===== config.mk =====
export PLATFORM = sky130hd
export DESIGN_NAME = pipe_stage_skid
export DESIGN_NICKNAME = d
export VERILOG_FILES = /design/src/rtl/pipe_pkg.sv /design/src/rtl/pipe_sat_counter.sv /design/src/rtl/pipe_stage_skid.sv
export SDC_FILE = /design/constraint.sdc
export NUM_CORES = 1
export LEC_CHECK = 0
export CAP_MARGIN = 30
export CORE_ASPECT_RATIO = 0.6
export CORE_MARGIN = 1.5
export CORE_UTILIZATION = 50
export DETAILED_ROUTE_END_ITERATION = 8
export PLACE_DENSITY_LB_ADDON = 0.08
export SYNTH_ARGS = -nofsm -noshare
export SYNTH_HDL_FRONTEND = slang
export SYNTH_SLANG_ARGS = --single-unit

===== constraint.sdc =====
create_clock -name clk -period 2.5 [get_ports clk]
set_input_delay 0.25 -clock clk [delete_from_list [all_inputs] [get_ports clk]]
set_output_delay 0.25 -clock clk [all_outputs]
set_load 0.1 [all_outputs]

===== src/rtl/pipe_pkg.sv =====
// Shared definitions for the generic inter-stage pipeline register and its helpers.
// State encoding and default core widths used when packing stage lanes.
package pipe_pkg;

    typedef enum logic [1:0] {
        ST_EMPTY = 2'd0,
        ST_FULL  = 2'd1,
        ST_SKID  = 2'd2
    } pipe_state_e;

    localparam int XLEN       = 32;
    localparam int REG_ADDR_W = 5;
    localparam int WBSEL_W    = 2;

endpackage


===== src/rtl/pipe_sat_counter.sv =====
// Saturating event counter; clear wins over increment. Reused for other perf counters.
module pipe_sat_counter #(
    parameter int CNT_W = 16
) (
    input  logic             clk,
    input  logic             reset,
    input  logic             inc,
    input  logic             clr,
    output logic [CNT_W-1:0] count
);

    logic [CNT_W-1:0] count_q, count_d;

    always_comb begin
        count_d = count_q;
        if (clr) begin
            count_d = '0;
        end else if (inc && (count_q != {CNT_W{1'b1}})) begin
            count_d = count_q + 1'b1;
        end
    end

    always_ff @(posedge clk or negedge reset) begin
        if (!reset) begin
            count_q <= '0;
        end else begin
            count_q <= count_d;
        end
    end

    assign count = count_q;

endmodule


===== src/rtl/pipe_stage_skid.sv =====
// Generic pipeline stage register: N data lanes plus a control word, valid/ready
// handshake, optional 2-entry skid, synchronous flush and a stall-cycle counter.
module pipe_stage_skid
    import pipe_pkg::*;
#(
    parameter int DATA_W   = 32,
    parameter int NUM_DATA = 5,
    parameter int CTRL_W   = 10,
    parameter int SKID_EN  = 1,
    parameter int CNT_W    = 16
) (
    input  logic                       clk,
    input  logic                       reset,
    input  logic                       flush,
    input  logic                       in_valid,
    output logic                       in_ready,
    input  logic [NUM_DATA*DATA_W-1:0] in_data,
    input  logic [CTRL_W-1:0]          in_ctrl,
    output logic                       out_valid,
    input  logic                       out_ready,
    output logic [NUM_DATA*DATA_W-1:0] out_data,
    output logic [CTRL_W-1:0]          out_ctrl,
    input  logic                       cnt_clr,
    output logic [CNT_W-1:0]           stall_cnt,
    output logic [1:0]                 state_dbg
);

    localparam int LANES_W = NUM_DATA * DATA_W;

    // Handshake: a transfer happens on a rising edge where valid and ready are both 1;
    // valid never waits on ready, and a flush cycle drops whatever is offered.
    pipe_state_e       state_q, state_d;
    logic [LANES_W-1:0] main_data_q, main_data_d, skid_data_q;
    logic [CTRL_W-1:0]  main_ctrl_q, main_ctrl_d, skid_ctrl_q;
    logic               accept;
    logic               main_load_in, main_load_skid, main_clr;
    logic               skid_load, skid_clr;

    assign accept = in_valid && in_ready;

    always_ff @(posedge clk or negedge reset) begin
        if (!reset) begin
            state_q <= ST_EMPTY;
        end else begin
            state_q <= state_d;
        end
    end

    always_comb begin
        state_d        = state_q;
        main_load_in   = 1'b0;
        main_load_skid = 1'b0;
        main_clr       = 1'b0;
        skid_load      = 1'b0;
        skid_clr       = 1'b0;
        if (flush) begin
            state_d  = ST_EMPTY;
            main_clr = 1'b1;
            skid_clr = 1'b1;
        end else begin
            case (state_q)
                ST_EMPTY: begin
                    if (accept) begin
                        main_load_in = 1'b1;
                        state_d      = ST_FULL;
                    end
                end
                ST_FULL: begin
                    if (accept && out_ready) begin
                        main_load_in = 1'b1;
                    end else if (accept && (SKID_EN != 0)) begin
                        skid_load = 1'b1;
                        state_d   = ST_SKID;
                    end else if (out_ready) begin
                        main_clr = 1'b1;
                        state_d  = ST_EMPTY;
                    end
                end
                ST_SKID: begin
                    if (out_ready) begin
                        main_load_skid = 1'b1;
                        skid_clr       = 1'b1;
                        state_d        = ST_FULL;
                    end
                end
                default: begin
                    state_d  = ST_EMPTY;
                    main_clr = 1'b1;
                    skid_clr = 1'b1;
                end
            endcase
        end
    end

    // In skid mode in_ready depends only on the state register, never on out_ready.
    always_comb begin
        out_valid = (state_q != ST_EMPTY);
        if (SKID_EN != 0) begin
            in_ready = (state_q != ST_SKID);
        end else begin
            in_ready = (state_q == ST_EMPTY) || out_ready;
        end
    end

    always_comb begin
        main_data_d = main_data_q;
        main_ctrl_d = main_ctrl_q;
        if (main_clr) begin
            main_ctrl_d = '0;
        end else if (main_load_in) begin
            main_data_d = in_data;
            main_ctrl_d = in_ctrl;
        end else if (main_load_skid) begin
            main_data_d = skid_data_q;
            main_ctrl_d = skid_ctrl_q;
        end
    end

    always_ff @(posedge clk or negedge reset) begin
        if (!reset) begin
            main_data_q <= '0;
            main_ctrl_q <= '0;
        end else begin
            main_data_q <= main_data_d;
            main_ctrl_q <= main_ctrl_d;
        end
    end

    generate
        if (SKID_EN != 0) begin : g_skid
            logic [LANES_W-1:0] skid_data_d;
            logic [CTRL_W-1:0]  skid_ctrl_d;

            always_comb begin
                skid_data_d = skid_data_q;
                skid_ctrl_d = skid_ctrl_q;
                if (skid_clr) begin
                    skid_ctrl_d = '0;
                end else if (skid_load) begin
                    skid_data_d = in_data;
                    skid_ctrl_d = in_ctrl;
                end
            end

            always_ff @(posedge clk or negedge reset) begin
                if (!reset) begin
                    skid_data_q <= '0;
                    skid_ctrl_q <= '0;
                end else begin
                    skid_data_q <= skid_data_d;
                    skid_ctrl_q <= skid_ctrl_d;
                end
            end
        end else begin : g_no_skid
            assign skid_data_q = '0;
            assign skid_ctrl_q = '0;
        end
    endgenerate

    pipe_sat_counter #(
        .CNT_W (CNT_W)
    ) u_stall_cnt (
        .clk   (clk),
        .reset (reset),
        .inc   (out_valid && !out_ready),
        .clr   (cnt_clr),
        .count (stall_cnt)
    );

    assign out_data  = main_data_q;
    assign out_ctrl  = main_ctrl_q;
    assign state_dbg = state_q;

endmodule

==> results.md, run 1 <==
Floorplan:
- Measured along the x axis, the die boundary spans 227 um.
- The placeable core region is 0.0298 mm^2.
- The die covers 0.0313 mm^2.
- During I/O placement, the number of pins put on the boundary was 366.
- The total number of placement rows is 49.
- The starting density of the core is 50.7%.
- The die is 138 um tall.

Synth:
- The synthesized design contains 358 register bits.
- The synthesized design contains 0 enable-type register cells.
- The top cell type's share of synthesized area is 59.4%.
- The commonest cells after synthesis are nand2_1 (646), dfrtp_1 (358), mux2i_1 (174).
- The synthesized design spends more area on one cell type than any other, namely dfrtp_1.
- Sorting the synthesized cells by area gives the leading types as dfrtp_1 (59%), nand2_1 (16%), mux2i_1 (12%).
- For this run, asynchronously set or reset flops after synthesis account for 100%.
- The post-synth net total is 1720.
- The predominant post-synthesis flop cell is dfrtp_1.
- Dividing the synthesized area by the synthesized cell count gives 9.78 um^2.
- Yosys printed 0 warnings.
- The sequential area share after synthesis is 59.4%.
- The synthesized netlist occupies a cell area of 0.0151 mm^2.
- The synthesized netlist contains 41 unique library cells.
- The library cell with the highest instance count after synthesis is nand2_1.
- The number of instances in the synthesized netlist is 1543.

Routing:
- The number of vias after detailed routing is 12100.
- The count of TritonRoute iterations in the first routing pass is 5.
- The number of DRC violations after detailed-routing iteration 0 is 920.
- The final routed DRC violation total is 0.
- Once detail routing completed, the nets flagged for antenna violations numbered 0.
- The overall routed net length is 40100 um.
- After detailed routing, the average wire length per cell comes to 17.2 um.
- Dividing the detail-routed via count by the number of cells gives 5.18.

Power and ir drop:
- The share of total power in combinational logic is 39.6%.
- For this design the ratio of total power to cell area is 1100 mW/mm^2.
- Summed over all cells, the static leakage comes to 10.7 nW.
- Of the total power, registers draw 35.6%.
- The part of the total power dissipated in the clock network is 24.8%.
- Cell internal power was estimated by the tool at 12.4 mW.
- The worst IR drop on VDD is 0.677 mV.
- The switching power total is 9.87 mW.
- In this run switching power makes up 44.3% of total power.
- The overall power of the completed layout is 22.3 mW.

Setup path:
- The required time at the endpoint of the critical path is 2910 ps.
- Data on the critical path arrives at its endpoint at 2500 ps.
- The critical path's slowest cell is nor4_1.
- The largest stage delay on the critical path is 540 ps.
- The critical path starts at u_stall_cnt.count[0]$_DFFE_PN0P_.
- The setup path with the least slack is of type reg2reg.
- Across all register-to-register paths, the minimum setup slack is 410 ps.
- The depth of the worst register-to-register path is 5.
- The worst register-to-register path begins at u_stall_cnt.count[0]$_DFFE_PN0P_.
- STA classifies the critical path endpoint as a flop.
- Of all nets on the critical path, the largest fanout is 6.
- Traced cell by cell, the critical path runs through ha_1, nand4_1, nor4_1, nor2_1, mux2_2.
- STA classifies the critical path startpoint as a flop.
- The capturing point of the worst reg2reg path is u_stall_cnt.count[0]$_DFFE_PN0P_.

Clock tree:
- The number of clock sinks seen by CTS is 358.
- The source-to-sink clock delay at the later pin of the worst-skew pair is 520 ps.
- The clock passes through at most 3 buffers.
- After clock tree synthesis, the clock-pin slew on the worst setup and hold paths is 70 ps.
- The tree is rooted in a clkbuf_16.
- The clock tree from TritonCTS is built.
- In this run, post-CTS repair resized a total of 0 instances.
- The TritonCTS buffer count is 35.
- CTS built an H-tree with a depth of 2.

Cells and area:
- The footprint of the flip-flops and latches is 0.00896 mm^2.
- After filler insertion, the fill cell instance count of the layout stands at 2362.
- The total area of multi-input combinational cells is 0.00574 mm^2.
- The fraction of layout instances using a drive strength above 1 is 15.6%.
- The final layout contains 2068 nets.
- The post-synthesis to final-layout area growth is 34.0%.

GRT:
- Summed over all layers, the global routing overflow is 0.
- The initial antenna violation count is 2.
- The number of global-route vias before repair is 11300.
- The global routing usage summed across all routing layers is 25.3%.
- The pin count of the biggest net entering global routing is 111.
- The global-route wire length before repair is 61500 um.

STA:
- Timing would allow up to 0.479 GHz.
- The worst slew margin relative to its limit is 50.9%.
- For the pin with the worst max-slew slack, the measured transition is 734 ps.
- The setup clock skew after layout is 11.8 ps.
- The total count of hold-check failures in the final report is 0.
- The routed design could run at a clock period as short as 2090 ps.
- Setup total negative slack on the finished layout was measured at 0 ps.
- Once routing completed, OpenROAD measured the worst setup slack at 411 ps.
- Dividing the final minimum period by the clock period gives 83.6%.
- Setup repair after global routing left no endpoint under its margin.
- The final count of negative-setup-slack endpoints is 0.
- The count of pins over their slew limit is 0.

Place:
- The post-placement setup slack is 174 ps.
- Port buffering added 365 buffers.
- The total half-perimeter wirelength after legalization and detailed placement is 27000 um.
- Routability-driven placement finished with a final weighted congestion of 0.825.

Min path:
- The classification of the worst-slack hold path is in2async.

Run status:
- The run finished with clean final reports.

Flow run:
- Max-cap violations in this run came to 0.
## sequential cells by signal (all words and copies together), names as in the netlist
| register | count |
|---|---|
| out_ctrl | 10 |
| out_data | 160 |
| skid_ctrl_q | 10 |
| skid_data_q | 160 |
| state_dbg | 2 |
| u_stall_cnt.count | 16 |
## metal layers
metal	vias to the layer above	track usage (%)	routed length, um
li1	5788	-	-
met3	60	7.76	3090
met5	-	0	0
met4	0	7.36	1010
met1	5880	35.2	17900
met2	330	38.2	18100
## cell type report
class,count,area share [%]
multi-input cells,1088,28.4
clock inverters,15,0.903
diodes,2,0.0247
well taps,408,2.52
clock buffers,47,4.96
repair buffers,407,18.9
inverters,1,0.0186
flip-flops and latches,358,44.3
## worst max-delay path: cells and delay by family, from the launching register on
kind,cells,cell delay [ps]
fa+ha+maj,1,300
mux,1,310
flops,1,430
simple gates,3,940
## placed cells by master, fill, tap and decap left out, types with 3 or more instances in the layout
cell type,count
o31ai_1,6
o2bb2ai_1,10
nand3_1,7
clkbuf_1,6
a22o_1,10
a21oi_1,10
o21ai_1,25
bufinv_16,4
nand2b_1,4
buf_12,26
nor3_1,5
nand2_1,644
nor2_1,8
nand4_1,5
nor4_1,4
clkbuf_8,4
buf_4,205
or4_1,3
or3_1,6
clkinv_2,9
clkdlybuf4s50_1,174
clkbuf_16,37
dfrtp_1,358
nor2b_1,3
o21ai_0,140
mux2i_1,174
## worst max-delay path by stage
stage	to	cells after the start
2_1_floorplan	u_stall_cnt.count[11]$_DFFE_PN0P_	6
3_3_place_gp	u_stall_cnt.count[11]$_DFFE_PN0P_	5
3_5_place_dp	u_stall_cnt.count[11]$_DFFE_PN0P_	5
4_1_cts	u_stall_cnt.count[0]$_DFFE_PN0P_	5
5_1_grt	out_data[14]$_DFFE_PN0P_	5
6_report	u_stall_cnt.count[0]$_DFFE_PN0P_	5
## timing repair
action / 4_1_cts / 5_1_grt
buffers inserted: 0 / 0
hold buffers: 1 / 0
endpoints found under the hold margin: 61 / 0
## power by group through the flow
stage	Clock, mW	Sequential, mW	Combinational, mW
global placement	0	7.95	8.73
CTS	5.66	7.92	8.87
detailed placement	0	8.00	8.86
finish	5.53	7.93	8.82
floorplan	0	12.9	1.58
global route	5.86	8.09	9.27
## logic make-up (layout without fill, tap and decap cells)
group | after synthesis | in the layout | share of synthesized area [%]
AOI/OAI and AO/OA | 211 | 211 | 7.86
buffers and inverters | 97 | 470 | 2.79
and+or+nand+nor | 700 | 700 | 18.2
muxes | 176 | 176 | 11.7
other | 0 | 2 | 0
adders and majority gates | 1 | 1 | 0.0829
DFF | 358 | 358 | 59.4
## stage by stage
step | util (%) | hold WS [ps] | cells | area, um^2
6_report | 67.9 | 275 | 2326 | 20200
3_3_place_gp | 63.9 | 276 | 2261 | 19000
4_1_cts | 67.9 | 248 | 2324 | 20200
2_1_floorplan | - | -45.6 | 1543 | 15100
3_5_place_dp | 63.9 | 280 | 2261 | 19000
5_1_grt | 67.9 | 253 | 2326 | 20200
(Power assumes the default switching activity.)
==> inputs of run 2 (changes only) <==
==> constraint.sdc (replaced) <==
create_clock -name clk -period 2.1 [get_ports clk]
set_input_delay 0.21 -clock clk [delete_from_list [all_inputs] [get_ports clk]]
set_output_delay 0.21 -clock clk [all_outputs]
set_load 0.1 [all_outputs]
==> results.md, run 2 (synthesis gave the netlist of run 1 again) <==
Routing:
- The final routed wire length divided by cell count is 17.6 um (+2.0%).
- The count of TritonRoute iterations in the first routing pass was 4 (-1).
- The via density per instance is 5.14 (-0.80%).
- The number of vias after detailed routing is 12100 (+0.0083%).
- The overall routed net length came to 41200 um (+2.9%).
- The number of DRC violations after detailed-routing iteration 0 was 871 (-5.3%).
- The final antenna-violating net count came to 0 (unchanged).
- The final routed DRC violation total was 0 (unchanged).

Clock tree:
- The cell at the root of the clock tree is clkbuf_16.
- The clock-pin slew of the registers on the worst-case setup and hold paths came to 70 ps (about the same).
- The TritonCTS buffer count is 35 (unchanged).
- The number of clock sinks seen by CTS is 358 (unchanged).
- The source-to-sink clock delay at the later pin of the worst-skew pair is 520 ps (about the same).
- The buffer levels on the longest clock path is 3 (unchanged).
- The maximum level of the CTS H-tree is 2 (unchanged).
- The clock tree from TritonCTS is built.

STA:
- The count of pins over their slew limit is 0 (unchanged).
- The fraction of the cycle the final worst path needs is 97.0% (+13 points).
- The shortest clock period the worst path allows after layout is 2040 ps (-52.8 ps).
- The total count of hold-check failures in the final report was 0 (unchanged).
- The maximum achievable frequency is 0.491 GHz (+2.6%).
- The setup clock skew after layout came to 15.7 ps (+3.89 ps).
- The worst slew margin relative to its limit is 58.8% (+7.9 points).
- Setup repair after global routing left no endpoint under its margin.
- The setup slack after layout is 64.0 ps (-347 ps).
- The measured slew at the worst slew-check pin was 616 ps (-118 ps).
- The final count of negative-setup-slack endpoints is 0 (unchanged).

Power and ir drop:
- The leakage dissipation is 10.7 nW (+0.47%).
- The power per standard cell area was 1290 mW/mm^2 (+17%).
- The worst IR drop on VDD is 1.02 mV (+50%).
- The overall power of the completed layout is 26.3 mW (+18%).

Setup path:
- The worst path buffer plus inverter count is 0 (unchanged).
- STA classifies the critical path endpoint as a flop.
- The largest fanout on the critical path was 6 (unchanged).
- The largest stage delay on the critical path is 550 ps (about the same).
- The capturing point of the worst reg2reg path is u_stall_cnt.count[14]$_DFFE_PN0P_.
- The dominant delay contributor by cell family on the critical path is simple AND/OR/NAND/NOR gates.
- The start-to-end type of the worst setup path is reg2reg.
- The depth of the worst register-to-register path is 5 (unchanged).
- The critical path's slowest cell is or4_1.
- The required time at the endpoint of the critical path came to 2510 ps (-400 ps).
- Traced cell by cell, the critical path runs through ha_2, and4_1, o211ai_1, or4_1, a21oi_1.
- The arrival time at the worst endpoint was 2450 ps (-50 ps).
- The setup slack of the most critical reg-to-reg path is 60 ps (-350 ps).
- The source of the worst register-to-register timing path is u_stall_cnt.count[0]$_DFFE_PN0P_.
- STA classifies the critical path startpoint as a flop.

GRT:
- The global routing usage summed across all routing layers was 26.4% (+1.2 points).
- The pin count of the biggest net entering global routing came to 84 (-24%).
- The global-route wire length before repair is 64400 um (+4.7%).
- The initial antenna violation count came to 4 (+2).
- The total congestion overflow after global routing was 0 (unchanged).
- The number of global-route vias before repair is 11700 (+3.5%).

Place:
- The post-placement setup slack was -8.24 ps (-182 ps).
- The cell total after placement was 2279 (+0.80%).
- The count of buffers from port buffering is 365 (unchanged).
- The routability-driven placement congestion ratio is 0.874 (+6.0%).
- The total half-perimeter wirelength after legalization and detailed placement is 28400 um (+5.4%).

Cells and area:
- From synthesis to final layout, the design area changed by 35.3%.
- The count of non-filler cells in the finished layout came to 2345 (+0.82%).
- The count of nets after finishing was 2087 (+0.92%).
- The commonest non-fill, non-tap cell in the layout is nand2_1.
- The fill cell total of the finished layout is 2317 (-1.9%).
- The fraction of layout instances using a drive strength above 1 is 17.3% (+1.8 points).
- The library cells used most frequently in the layout, excluding fill and tap cells, are nand2_1 (644), dfrtp_1 (341), buf_4 (219), mux2i_1 (174), clkdlybuf4s50_1 (174).

Floorplan:
- The die span in y is 138 um (unchanged).
- The I/O pin count came to 366 (unchanged).
- The placeable core region was 0.0298 mm^2 (unchanged).
- The die area was 0.0313 mm^2 (unchanged).
- The total number of placement rows came to 49 (unchanged).
- The die boundary width is 227 um (unchanged).
- The starting density of the core is 50.7% (unchanged).

Min path:
- For hold timing, the worst endpoint is skid_data_q[117]$_DFFE_PN0P_.
- The classification of the worst-slack hold path is in2reg.
- In this run the most critical hold path is launched from in_data[117].
- The number of instances on the worst hold path is 3.

Flow run:
- The total of max-cap violations came to 0 (unchanged).

Run status:
- The run finished with clean final reports.
[run 2: cell types whose count changed in the layout (fill, tap and decap cells not counted), sizes merged]
cell,delta
clkinv,-1
bufinv,-2
clkinvlp,+1
buf,+19
diode,+2
[run 2: metal layers]
metal | global-route usage, % | vias up | wire length [um]
met5 | 0 | - | 0
met4 | 8.46 | 0 | 972
met3 | 5.78 | 63 | 2340
met2 | 40.3 | 286 | 19100
met1 | 37.7 | 5882 | 18800
li1 | - | 5828 | -
[run 2: worst min-delay path: stages]
cell and delay (ps):
clkdlybuf4s50_1 420, nand2_1 60, nand2_1 40
[run 2: final cells by class]
type | count | area, um^2 | area share [%]
Tap cell | 408 | 510 | 2.50
Clock buffer | 47 | 1000 | 4.91
Timing Repair Buffer | 426 | 4030 | 19.7
Inverter | 1 | 3.75 | 0.0184
Sequential cell | 358 | 8990 | 44.0
Clock inverter | 13 | 121 | 0.594
Antenna cell | 4 | 10.0 | 0.0490
Multi-Input combinational cell | 1088 | 5760 | 28.2
[run 2: what timing repair did]
item                       CTS  global route
setup endpoints to repair    0             5
hold endpoints to repair    46             0
hold buffers                 1             0
setup buffers                0             1
resized for setup            0             3
[run 2: power breakdown]
part | internal [mW] | switching [mW]
Sequential | 8.52 | 0.974
Combinational | 2.43 | 8.12
Clock | 3.61 | 2.64
[run 2: how the worst max path moves through the flow]
stage | from | to | cells after the start
5_1_grt | u_stall_cnt.count[0]$_DFFE_PN0P_ | u_stall_cnt.count[14]$_DFFE_PN0P_ | 5
3_3_place_gp | out_ready | u_stall_cnt.count[13]$_DFFE_PN0P_ | 5
6_report | u_stall_cnt.count[0]$_DFFE_PN0P_ | u_stall_cnt.count[14]$_DFFE_PN0P_ | 5
3_5_place_dp | out_ready | u_stall_cnt.count[13]$_DFFE_PN0P_ | 5
4_1_cts | u_stall_cnt.count[0]$_DFFE_PN0P_ | u_stall_cnt.count[14]$_DFFE_PN0P_ | 5
2_1_floorplan | state_dbg[1]$_DFFE_PN0P_ | u_stall_cnt.count[11]$_DFFE_PN0P_ | 6
[run 2: metrics by stage]
stage / setup TNS [ps] / area, um^2 / hold WS [ps] / util [%]
floorplan: -16.2 / 15100 / -85.6 / -
global placement: -87.2 / 19300 / 211 / 64.6
detailed placement: -8.24 / 19300 / 211 / 64.6
CTS: 0 / 20400 / 217 / 68.4
global route: 0 / 20400 / 230 / 68.6
finish: 0 / 20400 / 239 / 68.6
